### config.mk
export PLATFORM = sky130hd
export DESIGN_NAME = des_round_ctrl
export DESIGN_NICKNAME = d
export VERILOG_FILES = /design/src/rtl/des_pkg.sv /design/src/rtl/des_key_rot.sv /design/src/rtl/des_round_ctrl.sv
export SDC_FILE = /design/constraint.sdc
export NUM_CORES = 1
export LEC_CHECK = 0
export ABC_CLOCK_PERIOD_IN_PS = 19300
export BUFFER_PORTS_ARGS = -buffer_cell sky130_fd_sc_hd__buf_4
export CAP_MARGIN = 0
export CORE_UTILIZATION = 35
export CTS_CLUSTER_DIAMETER = 30
export CTS_CLUSTER_SIZE = 25
export DETAILED_ROUTE_END_ITERATION = 8
export PLACE_DENSITY_LB_ADDON = 0.08
export SYNTH_ARGS = -nofsm -noshare
export SYNTH_HDL_FRONTEND = slang
export SYNTH_SLANG_ARGS = --single-unit
### constraint.sdc
create_clock -name clk -period 19.3 [get_ports clk]
set_input_delay 3.86 -clock clk [delete_from_list [all_inputs] [get_ports clk]]
set_output_delay 3.86 -clock clk [all_outputs]
set_load 0.005 [all_outputs]
### src/rtl/des_pkg.sv
// des_pkg: shared types and helpers for the iterative DES round controller.
//   des_state_e   : controller FSM states
//   DES_ROUNDS    : rounds per block (16)
//   DES_SHIFT     : per-round key-schedule left-shift count, indexed by round
//   rotl28/rotr28 : 28-bit rotate by 0..2 positions
package des_pkg;

  localparam int unsigned DES_ROUNDS = 16;
  localparam int unsigned HALF_W     = 32;
  localparam int unsigned BLK_W      = 64;
  localparam int unsigned KEY_HALF_W = 28;
  localparam int unsigned KEY_W      = 56;
  localparam int unsigned RND_W      = 4;

  typedef enum logic [1:0] {
    ST_IDLE  = 2'd0,
    ST_ROUND = 2'd1,
    ST_DONE  = 2'd2
  } des_state_e;

  // Element 0 is round 0; listed from round 15 down to round 0.
  localparam logic [DES_ROUNDS-1:0][1:0] DES_SHIFT = {
    2'd1, 2'd2, 2'd2, 2'd2, 2'd2, 2'd2, 2'd2, 2'd1,
    2'd2, 2'd2, 2'd2, 2'd2, 2'd2, 2'd2, 2'd1, 2'd1
  };

  function automatic logic [KEY_HALF_W-1:0] rotl28(input logic [KEY_HALF_W-1:0] x,
                                                   input logic [1:0] n);
    logic [KEY_HALF_W-1:0] y;
    case (n)
      2'd1:    y = {x[KEY_HALF_W-2:0], x[KEY_HALF_W-1]};
      2'd2:    y = {x[KEY_HALF_W-3:0], x[KEY_HALF_W-1:KEY_HALF_W-2]};
      default: y = x;
    endcase
    return y;
  endfunction

  function automatic logic [KEY_HALF_W-1:0] rotr28(input logic [KEY_HALF_W-1:0] x,
                                                   input logic [1:0] n);
    logic [KEY_HALF_W-1:0] y;
    case (n)
      2'd1:    y = {x[0], x[KEY_HALF_W-1:1]};
      2'd2:    y = {x[1:0], x[KEY_HALF_W-1:2]};
      default: y = x;
    endcase
    return y;
  endfunction

endpackage

### src/rtl/des_key_rot.sv
// des_key_rot: combinational C/D key-schedule rotation for the current round.
//   cd_i      : {C,D} before this round's rotation
//   rnd_i     : round number 0..15
//   decrypt_i : 1 = rotate right (reverse subkey order)
//   cd_rot_o  : rotated {C,D}, C and D rotated independently
module des_key_rot
  import des_pkg::*;
(
  input  logic [KEY_W-1:0] cd_i,
  input  logic [RND_W-1:0] rnd_i,
  input  logic             decrypt_i,
  output logic [KEY_W-1:0] cd_rot_o
);

  logic [1:0] amt;

  // Decrypt round 0 uses the unrotated key: after 16 encrypt rounds C/D are back at C0/D0.
  always_comb begin
    amt = DES_SHIFT[rnd_i];
    if (decrypt_i && (rnd_i == '0)) begin
      amt = 2'd0;
    end
    if (decrypt_i) begin
      cd_rot_o = {rotr28(cd_i[KEY_W-1:KEY_HALF_W], amt), rotr28(cd_i[KEY_HALF_W-1:0], amt)};
    end else begin
      cd_rot_o = {rotl28(cd_i[KEY_W-1:KEY_HALF_W], amt), rotl28(cd_i[KEY_HALF_W-1:0], amt)};
    end
  end

endmodule

### src/rtl/des_round_ctrl.sv
// des_round_ctrl: iterative DES round sequencer, one Feistel round per clock.
// Owns L/R, the C/D key rotation and the round counter; the F datapath is
// external and combinational (f_r/f_cd out, f_res back).
//   clk, rst            : clock, asynchronous active-high reset
//   in_valid/in_ready   : input handshake; in_block={L0,R0}, in_key={C0,D0}, in_decrypt
//   f_r, f_cd, f_res    : F-datapath operands and result
//   out_valid/out_ready : output handshake; out_block={R16,L16}
//   busy                : high while rounds are in progress
// Optional: define DES_ROUND_CTRL_ABORT_EN to add input 'abort', which returns
// the block to IDLE from ROUND or DONE and clears L/R/CD.
module des_round_ctrl
  import des_pkg::*;
#(
  parameter int unsigned ROUNDS = DES_ROUNDS
) (
  input  logic        clk,
  input  logic        rst,
  input  logic        in_valid,
  output logic        in_ready,
  input  logic [63:0] in_block,
  input  logic [55:0] in_key,
  input  logic        in_decrypt,
  output logic [31:0] f_r,
  output logic [55:0] f_cd,
  input  logic [31:0] f_res,
  output logic        out_valid,
  input  logic        out_ready,
`ifdef DES_ROUND_CTRL_ABORT_EN
  input  logic        abort,
`endif
  output logic [63:0] out_block,
  output logic        busy
);

  localparam logic [RND_W-1:0] LAST_RND = RND_W'(ROUNDS - 1);

  des_state_e         state_q;
  logic [HALF_W-1:0]  l_q, r_q;
  logic [KEY_W-1:0]   cd_q;
  logic [RND_W-1:0]   rnd_q;
  logic               dec_q;
  logic               in_ready_q, out_valid_q, busy_q;
  logic [BLK_W-1:0]   out_block_q;
  logic [KEY_W-1:0]   cd_rot;
  logic [HALF_W-1:0]  r_new;

  des_key_rot u_key_rot (
    .cd_i      (cd_q),
    .rnd_i     (rnd_q),
    .decrypt_i (dec_q),
    .cd_rot_o  (cd_rot)
  );

  assign r_new = l_q ^ f_res;

  // Controller FSM with registered handshake/status outputs.
  always_ff @(posedge clk or posedge rst) begin
    if (rst) begin
      state_q     <= ST_IDLE;
      l_q         <= '0;
      r_q         <= '0;
      cd_q        <= '0;
      rnd_q       <= '0;
      dec_q       <= 1'b0;
      in_ready_q  <= 1'b1;
      out_valid_q <= 1'b0;
      busy_q      <= 1'b0;
      out_block_q <= '0;
    end else begin
`ifdef DES_ROUND_CTRL_ABORT_EN
      if (abort && (state_q != ST_IDLE)) begin
        state_q     <= ST_IDLE;
        l_q         <= '0;
        r_q         <= '0;
        cd_q        <= '0;
        rnd_q       <= '0;
        in_ready_q  <= 1'b1;
        out_valid_q <= 1'b0;
        busy_q      <= 1'b0;
      end else begin
`endif
      case (state_q)
        ST_IDLE: begin
          if (in_valid) begin
            l_q        <= in_block[BLK_W-1:HALF_W];
            r_q        <= in_block[HALF_W-1:0];
            cd_q       <= in_key;
            dec_q      <= in_decrypt;
            rnd_q      <= '0;
            state_q    <= ST_ROUND;
            in_ready_q <= 1'b0;
            busy_q     <= 1'b1;
          end
        end
        ST_ROUND: begin
          l_q   <= r_q;
          r_q   <= r_new;
          cd_q  <= cd_rot;
          rnd_q <= rnd_q + RND_W'(1);
          if (rnd_q == LAST_RND) begin
            state_q     <= ST_DONE;
            busy_q      <= 1'b0;
            out_valid_q <= 1'b1;
            // Preoutput swap: {R16, L16}
            out_block_q <= {r_new, r_q};
          end
        end
        ST_DONE: begin
          if (out_ready) begin
            state_q     <= ST_IDLE;
            out_valid_q <= 1'b0;
            in_ready_q  <= 1'b1;
          end
        end
        default: begin
          state_q     <= ST_IDLE;
          in_ready_q  <= 1'b1;
          out_valid_q <= 1'b0;
          busy_q      <= 1'b0;
        end
      endcase
`ifdef DES_ROUND_CTRL_ABORT_EN
      end
`endif
    end
  end

  assign in_ready  = in_ready_q;
  assign out_valid = out_valid_q;
  assign busy      = busy_q;
  assign out_block = out_block_q;
  assign f_r       = r_q;
  assign f_cd      = cd_rot;

endmodule

# Yosys cells after proc, flatten, opt, wreduce, memory -nomap -nowiden
# Memory sizes are Yosys's and may differ from the RTL's.
# Cells that the tools add are included.
# totals
ff_bits	194
romBits	32
in_bits	157
output_inout_bits	155
memories	1
# memory_table
memory	depth	width	rd	rd_ports_with_merged_regs	wr	line_no	rtl
(no name shown)	16	2	1	0	0	des_key_rot.sv:19	amt = DES_SHIFT[rnd_i];
# classes
add_sub_neg	1
magnitude_cmp	1
n_eq_ne	8
mux	28
bitwise	4
n_reduce_logical	11
# op_table
cell	count
28-bit case mux with 2 select lines	4
32-bit case mux with 2 select lines	2
56-bit two-way mux	2
56-bit case mux with 2 select lines	1
32-bit two-way mux	2
32-bit XOR	1
3-bit AND reduction	4
2-bit two-way mux	5
1-bit case mux with 3 select lines	3
4-bit case mux with 2 select lines	1
1-bit two-way mux	6
2-bit != test, second input constant	3
2-bit case mux with 3 select lines	1
2-bit AND reduction	3
4-bit by 5-bit < comparator with 1-bit output, second input constant	1
4-bit by 1-bit adder with 4-bit output, second input constant	1
2-bit by 1-bit equality test with 1-bit output, second input constant	2
2-bit equality test, second input constant	2
4-bit equality test, second input constant	1
4-bit zero test	1
4-bit two-way mux	1
1-bit inverter	3
2-bit zero test	1
2-bit nonzero test	1
1-bit logical AND	1

# Depth between registers and ports, before layout
# Gate-level depths: netlist of run 1.
# depth
ltp_word	7
depth_mapped	11
depth_no_buf	9

# Modules after synthesis
# From an unflattened synthesis of run 1, not the netlist that was laid out.
# unflattened
cells_unflattened	1161
area_unflattened_um2	11583.6
# by_module_without_submodules
mod	n_inst	cells_per_inst	area_per_inst_um2	seq_area_each_um2
des_round_ctrl	1	879	9379.0	4855.9
des_key_rot	1	282	2204.6	0.0

# Worst setup path before layout of run 1
# No wires, ideal clock.
# synth_path
path_kind	register -> output
startpoint	reg dec_q
endpoint	out f_cd[10]
arrival_time_ns	2.391
t_required_ns	15.440
setup_slack_ns	13.049
stages_incl_launch_ff	12
path_cell_list	dfrtp_1 > buf_2 > clkbuf_1 > nand2_1 > a221oi_1 > a21oi_1 > ha_1 > clkbuf_1 > buf_2 > clkbuf_1 > buf_2 > a21o_1
# synth_between
elab_chain_cells	5
word_cells_on_any_way	7
cone_classes	eq/ne (2); mux (4); reduce/logical (1)
# synth_lines
element	line_no	rtl
start: declaration	des_round_ctrl.sv:41	logic dec_q;
start signal: assignment	des_round_ctrl.sv:88	dec_q <= in_decrypt;
1-bit logical AND	des_key_rot.sv:20	if (decrypt_i && (rnd_i == '0)) begin
2-bit two-way mux	des_key_rot.sv:20	
2-bit equality test / 2-bit by 1-bit equality test with 1-bit output (equally long branches)	des_pkg.sv:30, des_pkg.sv:41	
28-bit case mux with 2 select lines (on tied branches)	des_pkg.sv:30, des_pkg.sv:41	
56-bit two-way mux *	des_key_rot.sv:23	if (decrypt_i) begin
end: declaration	des_round_ctrl.sv:24	output logic [55:0] f_cd,
# Mark *: on every way between the ends. The rest lies on a longest branch, timed or not.

# Worst setup path in the final report of run 1
# layout_path
startpoint	reg dec_q
endpoint	out f_cd[53]
# Same word-level chain as after synthesis.

==> results of run 1 <==
[where the power goes]
part	switching (mW)	internal [mW]
combinational	0.899	0.926
clock	0.172	0.203
sequential	0.249	0.617
total	1.32	1.75
[kinds of logic (layout without fill, tap and decap cells)]
| family | Yosys count | count (layout) |
|---|---|---|
| buffers and inverters | 128 | 358 |
| xor gates and xnor gates | 32 | 32 |
| adders and majority gates | 6 | 6 |
| AOI/OAI and AO/OA | 430 | 430 |
| DFF | 194 | 194 |
| and+or+nand+nor | 229 | 229 |
| muxes | 60 | 60 |
[layout make-up]
class                           instances  area, um2  area share
Multi-Input combinational cell        757       5818      0.4091
Timing Repair Buffer                  322       2417      0.1700
Clock buffer                           21      470.5     0.03308
Inverter                                5      26.28    0.001848
Sequential cell                       194       4862      0.3419
Tap cell                              402      503.0     0.03537
Clock inverter                         10      123.9    0.008710
[per-layer routing]
layer	GRT usage	up-vias	routed length [um]
met4	0.04983	0	433
met1	0.2991	4976	16400
met2	0.3335	321	16500
met5	0	-	0
li1	-	4592	-
met3	0.06813	25	2773
[through the flow]
| stage | cells | area [um2] | worst slack (ns) |
|---|---|---|---|
| 5_1_grt | 1711 | 14220 | 10.80 |
| 2_1_floorplan | 1079 | 11240 | 10.16 |
| 4_1_cts | 1711 | 14220 | 11.20 |
| 3_3_place_gp | 1680 | 13630 | 11.75 |
| 6_report | 1711 | 14220 | 11.16 |
| 3_5_place_dp | 1680 | 13630 | 11.71 |
[registers in the layout, summed over array words and instances, names as in the netlist]
| name | count |
|---|---|
| busy | 1 |
| out_valid | 1 |
| f_r | 32 |
| in_ready | 1 |
| dec_q | 1 |
| rnd_q | 4 |
| cd_q | 56 |
| l_q | 32 |
| state_q | 2 |
| out_block | 64 |
[placed cells by master, fill, tap and decap left out, types with 32 or more instances in the layout]
master / netlist / layout
a211oi_1: 56 / 56
o22ai_1: 32 / 32
nand3b_1: 56 / 56
a22oi_1: 56 / 56
a221o_1: 88 / 88
nand2b_1: 57 / 56
a21oi_1: 69 / 69
a21o_1: 58 / 57
buf_4: 2 / 322
mux2_4: 32 / 32
dfrtp_1: 193 / 190
a221oi_1: 58 / 58
nor2_1: 74 / 74
[path summary, 6_finish.rpt]
path	from	end	cells after the start
max	dec_q$_DFFE_PP0P_	f_cd[53]	8
min reg2reg	out_valid$_DFFE_PP0P_	out_valid$_DFFE_PP0P_	1
min	out_valid$_DFFE_PP0P_	out_valid$_DFFE_PP0P_	1
max in group asynchronous	rst	f_r[2]$_DFFE_PP0P_	3
max reg2reg	dec_q$_DFFE_PP0P_	cd_q[43]$_DFFE_PP0P_	8
min in group asynchronous	rst	out_block[3]$_DFFE_PP0P_	2
==> results.md, run 1 <==
* RSZ-0062 raised after global routing: no
* Most used DFF post-synth: dfrtp_1
* Routed Wire Length at 36.11 mm
* Total CTS buffers at 17
* Buf/Inv on CP at 1
* Final ANT Viol Nets at 0
* Synth area leader: dfrtp_1
* Clock sinks at 194
* Area contributors post-synth: dfrtp_1 43%, a221o_1 7.8%, a221oi_1 4.5%, mux2_4 4.3%, a21o_1 3.9%
* Resized Gates After CTS at 0
* Clk Latency, worst-skew pair at 0.45 ns
* Mux share of post-synthesis cell area at 0.07066
* Layout cells sized above 1 at 0.3262
* Arr. time, crit path at 4.28 ns
* Post-CTS Setup Bufs at 0
* Final setup fails at 0
* Sequential share of the synthesized area at 0.4318
* Leakage at 6.365 nW
* Root Driver: clkbuf_16
* Diodes inserted at 0
* Synth Area in Compound Gates at 0.2939
* WHS at 0.4999 ns
* Port buffer count at 311
* Async SR Flop Fraction at 1.000
* Register bit total from synthesis at 194
* TNS Setup at 0 ns
* Worst Path Max Fanout at 114
* Final period util at 0.4216
* Synth unique cells at 45
* Dpl hpwl at 21.62 mm
* Reg clk slew, reported paths at 0.07 ns
* Initial core utilization at 0.3563
* Clk buf depth at 2
* Synthesized instance count at 1079
* GRT overflow at 0
* Vias per cell at 5.794
* Most frequent cells after synthesis: 193 x dfrtp_1, 88 x a221o_1, 74 x nor2_1
* Gp weighted congestion at 0.7280
* MaxCap Viol Count at 0
* Vias in the first global route at 9726
* Chip Width at 181.2 um
* CTS tree: done
* Final min period at 8.138 ns
* Die height at 181.2 um
* Final Max Tran Viols at 0
* Max-slew headroom at 0.2208
* DR iter-0 viols at 684
* All-Layer GR Usage at 0.2178
* Top delay family on crit path: compound AO/OA/AOI/OAI gates
* I/O pins at 312
* DIE AREA at 32850 um2
* Htree depth at 4
* Outcome: finished clean
* Synthesized area per cell at 10.42 um2
* Post-synth net total at 1242
* VDD IR max at 0.1568 mV
* Fmax at 0.1229 GHz
* Number of flops mapped to enable cells by yosys at 0
* Area share of the leading cell type in the synthesized netlist at 0.4295
* Synth Area in XOR/XNOR at 0.02492
* Drt first pass iters at 5
* Power per cell area at 215.6 nW/um2
* Hold_buf cts at 0
* Critical path type: register to output pin
* Largest net degree at the start of global routing at 121
* Final Core Density at 0.4507
* Main combinational cell family by area after synthesis: compound AO/OA/AOI/OAI gates
* Total power at 3.066 mW
* R2R Setup Slk at 15.05 ns
* WP data required at 15.44 ns
* Ys Warns at 0
* Remaining DRCs at 0
* Final Hold Fails at 0
* First-pass GRT wire length at 56.85 mm
* Layout Nets at 1460
* Synthesized cell area at 11240 um2
* Crit path cell chain: nand2_1 -> a221oi_1 -> a31o_2 -> ha_4 -> a22oi_1 -> a211oi_1 -> a21o_1 -> buf_4
* Core Area at 31560 um2
* Clock skew at 0.01343 ns
* Simple-gate area share of the yosys netlist at 0.1171
* Area grow syn2layout at 26.47%
* Synth Area in Adders at 0.006676
* CP startpoint kind: register
* Initial antenna violation count at 0
* Hold Crit Class: register to register
* CP max-delay cell: dfrtp_4
* # rows at 65
* Vias post-DR at 9914
* Worst Setup End Kind: output pin
* WL per Instance at 21.10 um
* Worst Max-Slew Pin Slew at 1.169 ns
* Top-count cell post-synth: dfrtp_1
* Delay of the slowest critical-path stage at 1.14 ns
* Filler Cell Count at 3134
Note: power is estimated with default switching activity, not from simulation.
==> run 2: changes to the inputs <==
--- a/config.mk
+++ b/config.mk
@@ -5,7 +5,7 @@
 export SDC_FILE = /design/constraint.sdc
 export NUM_CORES = 1
 export LEC_CHECK = 0
-export ABC_CLOCK_PERIOD_IN_PS = 19300
+export ABC_CLOCK_PERIOD_IN_PS = 8370
 export BUFFER_PORTS_ARGS = -buffer_cell sky130_fd_sc_hd__buf_4
 export CAP_MARGIN = 0
 export CORE_UTILIZATION = 35
==> constraint.sdc (replaced) <==
create_clock -name clk -period 8.37 [get_ports clk]
set_input_delay 1.674 -clock clk [delete_from_list [all_inputs] [get_ports clk]]
set_output_delay 1.674 -clock clk [all_outputs]
set_load 0.005 [all_outputs]
==> results.md, run 2 (synthesized netlist as in run 1, its figures left out) <==
* Outcome: finished clean
* Max-slew headroom at 0.2365
* Worst Setup End Kind: output pin
* All-Layer GR Usage at 0.2182
* Reg clk slew, reported paths at 0.08 ns
* I/O pins at 312
* TNS Setup at 0 ns
* Final Max Tran Viols at 0
* Final min period at 5.955 ns
* Vias post-DR at 9810
* Critical path type: register to output pin
* Total CTS buffers at 17
* Vias in the first global route at 9764
* CTS tree: done
* Clock skew at 0.01011 ns
* Final ANT Viol Nets at 0
* Worst slack, placed at 2.938 ns
* Final period util at 0.7115
* Leakage at 6.378 nW
* Gp weighted congestion at 0.7282
* VDD IR max at 0.2935 mV
* Vias per cell at 5.730
* Largest net degree at the start of global routing at 121
* RSZ-0062 raised after global routing: no
* First-pass GRT wire length at 56.63 mm
* # rows at 65
* Root Driver: clkbuf_16
* WHS at 0.5001 ns
* Max FFs per register at 64
* Chip Width at 181.2 um
* MaxCap Viol Count at 0
* WL per Instance at 20.91 um
* WP data required at 6.70 ns
* Post-CTS Setup Bufs at 0
* Hold Crit Class: register to register
* DIE AREA at 32850 um2
* Fmax at 0.1679 GHz
* Htree depth at 4
* Port buffer count at 311
* Clk Latency, worst-skew pair at 0.45 ns
* Final Core Density at 0.4515
* Final Hold Fails at 0
* Initial core utilization at 0.3563
* Die height at 181.2 um
* Final setup fails at 0
* Most common cell after layout, fill and taps aside: buf_4
* Remaining DRCs at 0
* Initial antenna violation count at 0
* Arr. time, crit path at 4.28 ns
* Resized Gates After CTS at 0
* DR iter-0 viols at 796
* GRT overflow at 0
* Commonest cells after routing, fill and taps aside: 322 x buf_4, 190 x dfrtp_1, 88 x a221o_1, 74 x nor2_1, 69 x a21oi_1
* Layout Nets at 1460
* Worst Path Max Fanout at 114
* Dpl hpwl at 21.77 mm
* Clk buf depth at 2
* Diodes inserted at 0
* Clock sinks at 194
* Power per cell area at 496.9 nW/um2
* Area grow syn2layout at 26.71%
* Layout cells sized above 1 at 0.3275
* CP startpoint kind: register
* Hold_buf cts at 0
* Routed Wire Length at 35.79 mm
* Placed Area at 13630 um2
* Setup ws final at 2.415 ns
* Core Area at 31560 um2
* Worst Max-Slew Pin Slew at 1.145 ns
* Drt first pass iters at 6
* Final Cell Area at 14250 um2
## run 2: cell type report
type / instances / area (um2)
Fill cell: 3118 / 17310
Multi-Input combinational cell: 757 / 5818
Sequential cell: 194 / 4862
Timing Repair Buffer: 322 / 2417
Tap cell: 402 / 503.0
Clock buffer: 19 / 452.9
Clock inverter: 13 / 167.7
Inverter: 5 / 26.28
## run 2: final timing paths
check                                      startpoint  cells past startpoint  slack (ns)                        to
worst max-delay path                dec_q$_DFFE_PP0P_                      8        2.41                  f_cd[53]
worst min-delay path            out_valid$_DFFE_PP0P_                      1        0.50     out_valid$_DFFE_PP0P_
worst max register to register      dec_q$_DFFE_PP0P_                      8        4.07      cd_q[35]$_DFFE_PP0P_
worst min register to register  out_valid$_DFFE_PP0P_                      1        0.50     out_valid$_DFFE_PP0P_
max in group asynchronous                         rst                      3        5.40       l_q[13]$_DFFE_PP0P_
min in group asynchronous                         rst                      2        1.35  out_block[5]$_DFFE_PP0P_
## run 2: metal layers
metal | vias to the layer above | global-route usage | part of all wire
met1 | 4891 | 0.2961 | 0.45
met2 | 315 | 0.3320 | 0.46
met5 | - | 0 | 0
met4 | 0 | 0.05864 | 0.016
li1 | 4578 | - | -
met3 | 26 | 0.07116 | 0.077
## run 2: power breakdown
group | switching, mW | internal, mW | total, mW
Sequential | 0.571 | 1.42 | 1.99
Clock | 0.429 | 0.446 | 0.875
Combinational | 2.07 | 2.14 | 4.21
Total | 3.08 | 4.00 | 7.08
## run 2: through the flow
| stage | cells | power (mW) |
|---|---|---|
| detailed placement | 1680 | 6.225 |
| global placement | 1680 | 6.207 |
| global route | 1712 | 7.615 |
| finish | 1712 | 7.080 |
| CTS | 1712 | 7.136 |
| floorplan | 1079 | 4.510 |
## run 2: critical path: stages (launching register included)
cell      delay (ns)
dfrtp_4         1.15
nand2_1         0.17
a221oi_1        0.39
a31o_2          0.20
ha_4            0.89
a22oi_1         0.31
a211oi_1        0.41
a21o_1          0.14
buf_4           0.11
==> run 3: changes to the inputs <==
--- a/config.mk
+++ b/config.mk
@@ -5,7 +5,7 @@
 export SDC_FILE = /design/constraint.sdc
 export NUM_CORES = 1
 export LEC_CHECK = 0
-export ABC_CLOCK_PERIOD_IN_PS = 8370
+export ABC_CLOCK_PERIOD_IN_PS = 5860
 export BUFFER_PORTS_ARGS = -buffer_cell sky130_fd_sc_hd__buf_4
 export CAP_MARGIN = 0
 export CORE_UTILIZATION = 35
==> constraint.sdc (replaced) <==
create_clock -name clk -period 5.86 [get_ports clk]
set_input_delay 1.172 -clock clk [delete_from_list [all_inputs] [get_ports clk]]
set_output_delay 1.172 -clock clk [all_outputs]
set_load 0.005 [all_outputs]
==> results.md, run 3 (synthesized netlist as in run 1, its figures left out) <==
* Resized Gates After CTS at 0
* Final setup fails at 0
* TNS Setup at 0 ns
* Register area at 4862 um2
* Layout Nets at 1461
* Final min period at 4.766 ns
* Largest net degree at the start of global routing at 133
* Setup ws final at 1.094 ns
* DR iter-0 viols at 762
* Worst Setup End Kind: output pin
* First-pass GRT wire length at 56.86 mm
* Final Max Tran Viols at 0
* Vias in the first global route at 9552
* WP data required at 4.69 ns
* I/O pins at 312
* CP startpoint kind: register
* Crit path cell chain: inv_1 -> ha_1 -> nand2_1 -> a221oi_1 -> a31o_2 -> ha_4 -> a22oi_1 -> a211oi_1 -> a21o_1 -> buf_4
* Most common cell after layout, fill and taps aside: buf_4
* Vias per cell at 5.754
* Root Driver: clkbuf_16
* Final period util at 0.8133
* Final Cell Area at 14220 um2
* Dpl hpwl at 21.95 mm
* MaxCap Viol Count at 0
* Total CTS buffers at 17
* Diodes inserted at 0
* Remaining DRCs at 0
* Max FFs per register at 64
* Initial core utilization at 0.3563
* Outcome: finished clean
* Core Area at 31560 um2
* Worst Max-Slew Pin Slew at 1.161 ns
* Final ANT Viol Nets at 0
* Area grow syn2layout at 26.44%
* Gp weighted congestion at 0.7659
* Clock sinks at 194
* Chip Width at 181.2 um
* Layout cells sized above 1 at 0.3262
* Post-CTS Setup Bufs at 0
* Vias post-DR at 9845
* Initial antenna violation count at 1
* Worst Path Max Fanout at 112
* Commonest cells after routing, fill and taps aside: 322 x buf_4, 190 x dfrtp_1, 88 x a221o_1, 74 x nor2_1, 69 x a21oi_1
* Hold_buf cts at 0
* Clk Latency, worst-skew pair at 0.45 ns
* Worst slack, placed at 1.588 ns
* VDD IR max at 0.6624 mV
* Htree depth at 4
* Clk buf depth at 2
* Power per cell area at 710.5 nW/um2
* Clock skew at 0.01034 ns
* Filler Cell Count at 3103
* Leakage at 6.355 nW
* Drt first pass iters at 5
* Final Core Density at 0.4506
* Arr. time, crit path at 3.59 ns
* Multi-input gate area at 5818 um2
* Routed Wire Length at 36.52 mm
* Port buffer count at 311
* Reg clk slew, reported paths at 0.07 ns
* CP max-delay cell: ha_4
* Placed Area at 13640 um2
* Final Hold Fails at 0
* Die height at 181.2 um
* All-Layer GR Usage at 0.2185
* DIE AREA at 32850 um2
* RSZ-0062 raised after global routing: no
* Max-slew headroom at 0.2263
* Delay of the slowest critical-path stage at 0.88 ns
* WL per Instance at 21.35 um
* Critical path type: register to output pin
* # rows at 65
* Fmax at 0.2098 GHz
* CTS tree: done
* Hold Crit Class: register to register
* GRT overflow at 0
run 3: final timing paths:
kind,to,cells after the start,from,slack (ns)
setup / recovery,f_cd[53],10,rnd_q[1]$_DFFE_PP0P_,1.09
hold / removal,out_valid$_DFFE_PP0P_,1,out_valid$_DFFE_PP0P_,0.50
setup reg to reg,cd_q[22]$_DFFE_PP0P_,9,rnd_q[1]$_DFFE_PP0P_,2.03
hold reg to reg,out_valid$_DFFE_PP0P_,1,out_valid$_DFFE_PP0P_,0.50
max in group asynchronous,state_q[0]$_DFFE_PP0P_,3,rst,4.15
min in group asynchronous,f_r[29]$_DFFE_PP0P_,3,rst,0.93
run 3: per-layer routing:
metal  vias to the layer above  track usage  share of wire
met5                         -            0        0.00036
met4                         2      0.04847          0.011
met3                        27      0.06773          0.078
met2                       326       0.3375           0.46
met1                      4892       0.2983           0.45
li1                       4598            -              -
run 3: critical path, delay by kind of cell (launching register included):
family                   cells  cell delay (ns)
AO/OA/AOI/OAI                5             1.27
AND/OR/NAND/NOR              1             0.07
adder cells (fa/ha/maj)      2             1.06
flip-flops                   1             0.44
buffers and inverters        2             0.24
run 3: cell type report:
class / instances / share of cell area
Multi-Input combinational cell: 757 / 0.4092
Timing Repair Buffer: 323 / 0.1714
Sequential cell: 194 / 0.3420
Tap cell: 402 / 0.03538
Clock buffer: 19 / 0.03115
Clock inverter: 11 / 0.009241
Inverter: 5 / 0.001584
run 3: power breakdown:
part,switching (mW),internal [mW]
registers,0.724,2.04
clock network,0.558,0.642
logic,3.08,3.06
total,4.36,5.74
run 3: metrics by stage:
stage	power, mW	std cells	hold slack, ns
after floorplan	6.442	1079	0.4860
after global placement	8.923	1681	0.4839
after detailed placement	8.940	1681	0.4859
after CTS	10.19	1711	0.5051
after global routing	10.84	1711	0.5202
final	10.10	1711	0.5000
